==> src/rtl/regs_wb_arb.sv <==
`default_nettype none
// ============================================================================
// regs_wb_arb : EX/MEM register-file writeback arbiter with load scoreboard
// Rev 1.0
// ============================================================================
module regs_wb_arb #(
  parameter int DEPTH = 2,
  parameter int XLEN  = 32
) (
  input  logic            clk,
  input  logic            rest,
  input  logic            ex_wb_en_i,
  input  logic [4:0]      ex_rd_addr_i,
  input  logic [XLEN-1:0] ex_rd_data_i,
  input  logic            mem_valid_i,
  input  logic [4:0]      mem_rd_i,
  input  logic [XLEN-1:0] mem_data_i,
  output logic            mem_ready_o,
  input  logic            id_issue_en_i,
  input  logic            id_issue_load_i,
  input  logic [4:0]      id_issue_rd_i,
  input  logic [4:0]      id_rs1_addr_i,
  input  logic [4:0]      id_rs2_addr_i,
  output logic            id_stall_o,
  output logic            regs_wb_en_o,
  output logic [4:0]      regs_rd_addr_o,
  output logic [XLEN-1:0] regs_rd_data_o
);

  localparam int PW = $clog2(DEPTH);
  localparam logic [PW:0] FULL = (PW+1)'(DEPTH);

  logic [PW:0]     count;
  logic [PW-1:0]   rd_ptr, wr_ptr;
  logic [4:0]      buf_rd   [DEPTH];
  logic [XLEN-1:0] buf_data [DEPTH];
  logic [DEPTH-1:0] buf_sq;
  logic [31:0]     pending, pending_nxt;

  logic            ex_sel, buf_empty, mem_xfer, mem_live;
  logic            pop, push, direct, push_sq, head_sq;
  logic [4:0]      head_rd;
  logic [XLEN-1:0] head_data;

  // Ready is forced low while reset is held, not just after the flops clear
  assign mem_ready_o = ~rest & (count < FULL);
  assign id_stall_o  = pending[id_rs1_addr_i] | pending[id_rs2_addr_i];

  always_comb begin
    ex_sel    = ex_wb_en_i & (ex_rd_addr_i != 5'd0);
    buf_empty = (count == '0);
    mem_xfer  = mem_valid_i & mem_ready_o;
    mem_live  = mem_xfer & (mem_rd_i != 5'd0);
    pop       = ~ex_sel & ~buf_empty;
    direct    = ~ex_sel & buf_empty & mem_live;
    push      = mem_live & ~direct;
    push_sq   = ex_sel & (mem_rd_i == ex_rd_addr_i);
    head_rd   = buf_rd[rd_ptr];
    head_data = buf_data[rd_ptr];
    head_sq   = buf_sq[rd_ptr];
  end

  // A same-cycle load issue to a register being retired keeps its pending bit
  always_comb begin
    pending_nxt = pending;
    if (direct)
      pending_nxt[mem_rd_i] = 1'b0;
    else if (pop)
      pending_nxt[head_rd] = 1'b0;
    if (id_issue_en_i & id_issue_load_i)
      pending_nxt[id_issue_rd_i] = 1'b1;
    pending_nxt[0] = 1'b0;
  end

  always_ff @(posedge clk or posedge rest) begin
    if (rest) begin
      count   <= '0;
      rd_ptr  <= '0;
      wr_ptr  <= '0;
      pending <= '0;
    end else begin
      pending <= pending_nxt;
      if (push)
        wr_ptr <= wr_ptr + 1'b1;
      if (pop)
        rd_ptr <= rd_ptr + 1'b1;
      if (push & ~pop)
        count <= count + 1'b1;
      else if (pop & ~push)
        count <= count - 1'b1;
    end
  end

  // Storage needs no reset: count alone defines which entries are valid
  always_ff @(posedge clk) begin
    for (int i = 0; i < DEPTH; i++) begin
      if (ex_sel && (buf_rd[i] == ex_rd_addr_i))
        buf_sq[i] <= 1'b1;
    end
    if (push) begin
      buf_rd[wr_ptr]   <= mem_rd_i;
      buf_data[wr_ptr] <= mem_data_i;
      buf_sq[wr_ptr]   <= push_sq;
    end
  end

  always_ff @(posedge clk or posedge rest) begin
    if (rest) begin
      regs_wb_en_o   <= 1'b0;
      regs_rd_addr_o <= '0;
      regs_rd_data_o <= '0;
    end else if (ex_sel) begin
      regs_wb_en_o   <= 1'b1;
      regs_rd_addr_o <= ex_rd_addr_i;
      regs_rd_data_o <= ex_rd_data_i;
    end else if (pop) begin
      regs_wb_en_o <= ~head_sq;
      if (!head_sq) begin
        regs_rd_addr_o <= head_rd;
        regs_rd_data_o <= head_data;
      end
    end else if (direct) begin
      regs_wb_en_o   <= 1'b1;
      regs_rd_addr_o <= mem_rd_i;
      regs_rd_data_o <= mem_data_i;
    end else begin
      regs_wb_en_o <= 1'b0;
    end
  end

endmodule
`default_nettype wire

==> config.mk <==
export PLATFORM = sky130hd
export DESIGN_NAME = regs_wb_arb
export DESIGN_NICKNAME = d
export VERILOG_FILES = /design/src/rtl/regs_wb_arb.sv
export SDC_FILE = /design/constraint.sdc
export NUM_CORES = 1
export LEC_CHECK = 0
export CORE_MARGIN = 3
export CORE_UTILIZATION = 45
export CTS_CLUSTER_SIZE = 25
export DETAILED_ROUTE_END_ITERATION = 10
export PLACE_DENSITY = 0.74
export SLEW_MARGIN = 20
export SYNTH_ARGS = -nofsm -noshare
export SYNTH_HDL_FRONTEND = slang
export SYNTH_SLANG_ARGS = --single-unit
==> constraint.sdc <==
create_clock -name clk -period 4.65 [get_ports clk]
set_input_delay 0.6975 -clock clk [delete_from_list [all_inputs] [get_ports clk]]
set_output_delay 0.6975 -clock clk [all_outputs]
set_load 0.02 [all_outputs]
# Word-level counts from Yosys, hierarchy flattened
# Memories as Yosys holds them, arrays and structs flattened.
# Cells that the tools add are included.
[totals]
inputBits = 95
ram_bits = 74
n_memories = 2
regBits = 75
elab_cells = 103
out_inout_bits = 40
[memory_table]
columns = ["name", "depth", "width", "read_ports", "rd_clocked_by_memory_dff", "write_ports", "line", "rtl"]
rows = [
  ["buf_data", 2, 32, 1, 0, 1, "36", "logic [XLEN-1:0] buf_data [DEPTH];"],
  ["buf_rd", 2, 5, 3, 0, 1, "35", "logic [4:0] buf_rd [DEPTH];"],
]
[classes]
eq_ne = 4
n_lt_le_gt_ge = 12
addsub = 4
n_mux = 36
reduce_logical = 12
bitwise = 25
[op_table]
columns = ["op", "count"]
rows = [
  ["32-bit 2-to-1 mux", 7],
  ["32-bit AND", 2],
  ["32-bit NOT", 2],
  ["32-bit OR", 1],
  ["5-bit by 6-bit < comparator with 1-bit output, second input constant", 5],
  ["5-bit 2-to-1 mux", 4],
  ["1-bit demux with 5-bit select", 3],
  ["5-bit equality test", 3],
  ["5-bit by 1-bit >= comparator with 1-bit output, second input constant", 3],
  ["1-bit 2-to-1 mux", 15],
  ["1-bit AND", 12],
  ["1-bit binary-select mux with 5-bit select", 2],
  ["5-bit nonzero test", 2],
  ["1-bit NOT", 7],
  ["1-bit logical AND", 6],
  ["2-bit 2-to-1 mux", 3],
  ["1-bit by 2-bit < comparator with 1-bit output, second input constant", 2],
  ["3-bit != test, second input constant", 1],
  ["3-bit nonzero test", 1],
  ["1-bit adder, second input constant", 2],
  ["2-bit by 1-bit adder with 2-bit output, second input constant", 1],
  ["2-bit bitwise mux", 1],
  ["2-bit zero test", 1],
  ["2-bit < comparator, second input constant", 1],
  ["6 further kinds", 6],
]

# Logic depth before layout (Yosys ltp)
[depth]
ltp_word = 11
ltp_mapped = 8
depth_no_buf = 5

# Least setup slack after synthesis
# No wires, ideal clock.
[synth_timing]
kind = "input port to flip-flop"
from = "input port rest"
to = "memory buf_data[0][0] (enable)"
path_stages = 4
path_slack_ps = 891
required_ps = 4211
arrival_ps = 3320
path_cell_list = "nor3b_1 > o41ai_2 > a21oi_1 > nor2b_1"
[synth_between]
elab_chain_cells = 9
[synth_lines]
columns = ["item", "line", "rtl"]
rows = [
  ["start: declaration", "11", "input logic rest,"],
  ["1-bit NOT (*)", "46", "assign mem_ready_o = ~rest & (count < FULL);"],
  ["1-bit AND (*)", "46", ""],
  ["1-bit AND (*)", "52", "mem_xfer = mem_valid_i & mem_ready_o;"],
  ["1-bit AND (*)", "53", "mem_live = mem_xfer & (mem_rd_i != 5'd0);"],
  ["1-bit AND", "55", "direct = ~ex_sel & buf_empty & mem_live;"],
  ["1-bit NOT", "56", "push = mem_live & ~direct;"],
  ["1-bit AND (*)", "56", ""],
  ["1-bit 2-to-1 mux (*)", "100", "if (push) begin"],
  ["1-bit 2-to-1 mux (implied by the code) (*)", "102", "buf_data[wr_ptr] <= mem_data_i;"],
  ["end: declaration", "36", ""],
]
# Every way passes the cells marked *; elsewhere a longest branch is shown, timed or not.

# Worst setup path after layout
[layout_timing]
from = "input port id_rs2_addr_i[2]"
to = "output port id_stall_o"
[layout_between]
elab_chain_cells = 3
[layout_lines]
columns = ["item", "line", "rtl"]
rows = [
  ["start: declaration", "23", "input logic [4:0] id_rs2_addr_i,"],
  ["1-bit binary-select mux with 5-bit select", "47", "assign id_stall_o = pending[id_rs1_addr_i] | pending[id_rs2_addr_i];"],
  ["1-bit 2-to-1 mux (implied by the code)", "47", ""],
  ["1-bit OR", "47", ""],
  ["end: declaration", "24", "output logic id_stall_o,"],
]
# Every way passes these cells. The select of a mux whose other input is x is not followed.

==> results.cfg <==
[synthesis]
synth_edf_count = 74
synth_top_family_by_area = compound AO/OA/AOI/OAI gates
synthAdderAreaFrac = 0
synth_xor_area_frac = 0.0211
avgSynthCellArea_um2 = 11.2
postSynthCellCount = 667
syn_area_um2 = 7480
synthMuxAreaShare = 0.102
ys_warn_count = 0
synth-compound-area-share = 0.157
synth-seq-cells = 149
ys_types = 52
ys_dominant_reg_cell = edfxtp_1
synth-simple-area-share = 0.140
synth_nets = 762
ys_async_sr_fraction = 0.490
yosysSeqAreaShare = 0.547

[setup_path]
required_ps = 3950
reg2reg_to = buf_data[1][19]
rr_startpoint = count[1]
path_class = primary input to output pin
reg2reg_slack_ps = 1800
worstRegToRegCells = 4
crit_fanout = 8
worstPathArrival_ps = 3160
crit_path_start_kind = primary input
end_kind = output pin

[timing]
layout_setup_ws_ps = 791
worstMarginPinSlew_ps = 1040
post-route-min-period_ps = 3860
rsz0062_at_grt = no
period_share = 0.830
skew_ps = 5.71
fin_tns_setup_ps = 0
finalMaxSlewViolations = 0
setup-violations-final = 0
relSlewSlack = 0.302
hold_violations = 0
timing.hold.ws_ps = 517
max_freq_mhz = 259

[drt]
drc = 0
initialDrtViolationCount = 408
vias = 5897
viasPerCell = 5.86
drt_pass1_iterations = 5
wl_per_cell_um = 19.6
final_antenna_net_count = 0
drt-total-wl_um = 19700

[power_and_ir_drop]
pwr_density_cell_nw_per_um2 = 569
power_switching_mw = 1.92
cellLeakagePower_nw = 3.47
intPower_mw = 3.54
power_frac_clock = 0.269
worst_ir_drop_vdd_v = 0.000343
combinationalPowerShare = 0.355
p_sw_frac = 0.351
p_seq_frac = 0.376

[flow_run]
maxCapViolations = 0

[die]
die_x_um = 135
die_area_um2 = 18200
boundaryPins = 135
die_h_um = 135
initial_utilization = 0.466
rows = 46
core_area_um2 = 16100

[clocking]
clockBufferDepth = 2
cts_resized = 0
ctsRootBufferMaster = clkbuf_16
cts_buffers = 17
ctsHtreeMaxLevel = 4
cts_tree = yes
post_cts_buffers = 0
postCtsHoldBufs = 0
worstSkewPairLatency_ps = 430
path_clk_slew_ps = 60
cts_sinks = 149

[place]
hpwl_um = 13500
place_ws_ps = 790
io_buffer_count = 134
place_congestion = 0.932

[layout]
final_cell_mix = clkdlybuf4s50_1 (134), nor2_1 (95), a21oi_1 (78), edfxtp_1 (74), dfrtp_1 (72)
fill_cells = 1252
area_growth_pct = 28.1
n_antenna_cell = 0
final_common_cell = clkdlybuf4s50_1
fin_util = 0.597
layout.nets = 872
drive_above_1_share = 0.0937

[grt]
gr-total-overflow = 0
antenna_found_initial = 0
first_global_vias = 6112
grt_util_all_layers = 0.221
grt_max_degree = 89
grt_pass1_wl_um = 31700

[min_path]
min_path_cells = 2
holdPathEnd = buf_sq[0]
hold_start = buf_sq[0]
hp-class = flop to flop

[run_status]
status = completed
worst max-delay path by stage:
| stage | startpoint | to | depth (start not counted) |
|---|---|---|---|
| 5_1_grt | id_rs2_addr_i[2] | id_stall_o | 6 |
| 6_report | id_rs2_addr_i[2] | id_stall_o | 6 |
| 3_5_place_dp | id_rs2_addr_i[2] | id_stall_o | 6 |
| 4_1_cts | id_rs2_addr_i[2] | id_stall_o | 6 |
| 3_3_place_gp | id_rs2_addr_i[2] | id_stall_o | 6 |
| 2_1_floorplan | rest | buf_data[0][0] | 4 |
state kept, by name, summed over array words and instances, names as in the netlist:
name	cells
buf_data	64
regs_wb_en_o	1
pending	31
regs_rd_addr_o	5
rd_ptr	1
wr_ptr	1
buf_sq	2
regs_rd_data_o	32
buf_rd	10
count	2
critical path, cell delays in order:
cell             delay (ps)
clkdlybuf4s50_1         750
mux4_2                  550
mux2_2                  270
a31oi_1                 190
o2111ai_1               140
clkdlybuf4s50_1         560
metrics by stage:
step	power, mW	area [um^2]	cells
after detailed placement	3.98	8940	974
after CTS	5.47	9570	1006
after global placement	3.93	8940	974
after global routing	5.73	9580	1006
final	5.45	9580	1006
after floorplan	3.25	7480	667
per-layer routing:
layer | up-vias | GRT usage | share of wire | wire [um]
li1 | 2717 | - | - | -
met1 | 2879 | 0.279 | 0.40 | 7960
met2 | 272 | 0.358 | 0.48 | 9480
met3 | 29 | 0.0801 | 0.098 | 1940
met4 | 0 | 0.0696 | 0.017 | 343
met5 | - | 0 | 0 | 0
layout make-up:
| class | instances | area, um^2 | area share |
|---|---|---|---|
| flip-flops and latches | 149 | 4090 | 0.427 |
| multi-input cells | 462 | 3170 | 0.331 |
| repair buffers | 141 | 1410 | 0.147 |
| clock buffers | 17 | 425 | 0.0444 |
| well taps | 216 | 270 | 0.0282 |
| clock inverters | 15 | 200 | 0.0209 |
| inverters | 6 | 22.5 | 0.00235 |
cells in the mapped netlist, drive strengths merged (7+ instances only):
| library cell | n | area, um^2 |
|---|---|---|
| mux4 | 14 | 315 |
| a211oi | 36 | 270 |
| a21oi | 78 | 390 |
| xnor2 | 8 | 70.1 |
| buf | 22 | 121 |
| nor4 | 7 | 92.6 |
| edfxtp | 74 | 2220 |
| clkbuf | 28 | 105 |
| dfrtp | 73 | 1830 |
| mux2i | 41 | 410 |
| nor2 | 95 | 357 |
| xor2 | 10 | 87.6 |
| a32o | 28 | 280 |
| nand2 | 64 | 240 |
kinds of logic (layout without fill, tap and decap cells):
group	after synthesis	after routing
xor+xnor	18	18
flops	149	149
simple gates	215	215
compound gates	171	171
buf+inv	56	179
mux	58	58
power by group through the flow:
| stage | Combinational (mW) | Sequential (mW) | Clock, mW |
|---|---|---|---|
| after floorplan | 1.09 | 2.16 | 0 |
| after global placement | 1.90 | 2.04 | 0 |
| after detailed placement | 1.93 | 2.05 | 0 |
| after CTS | 1.95 | 2.04 | 1.48 |
| after global routing | 2.10 | 2.09 | 1.54 |
| final | 1.94 | 2.05 | 1.47 |
No activity file was read; power rests on OpenSTA's default activity.
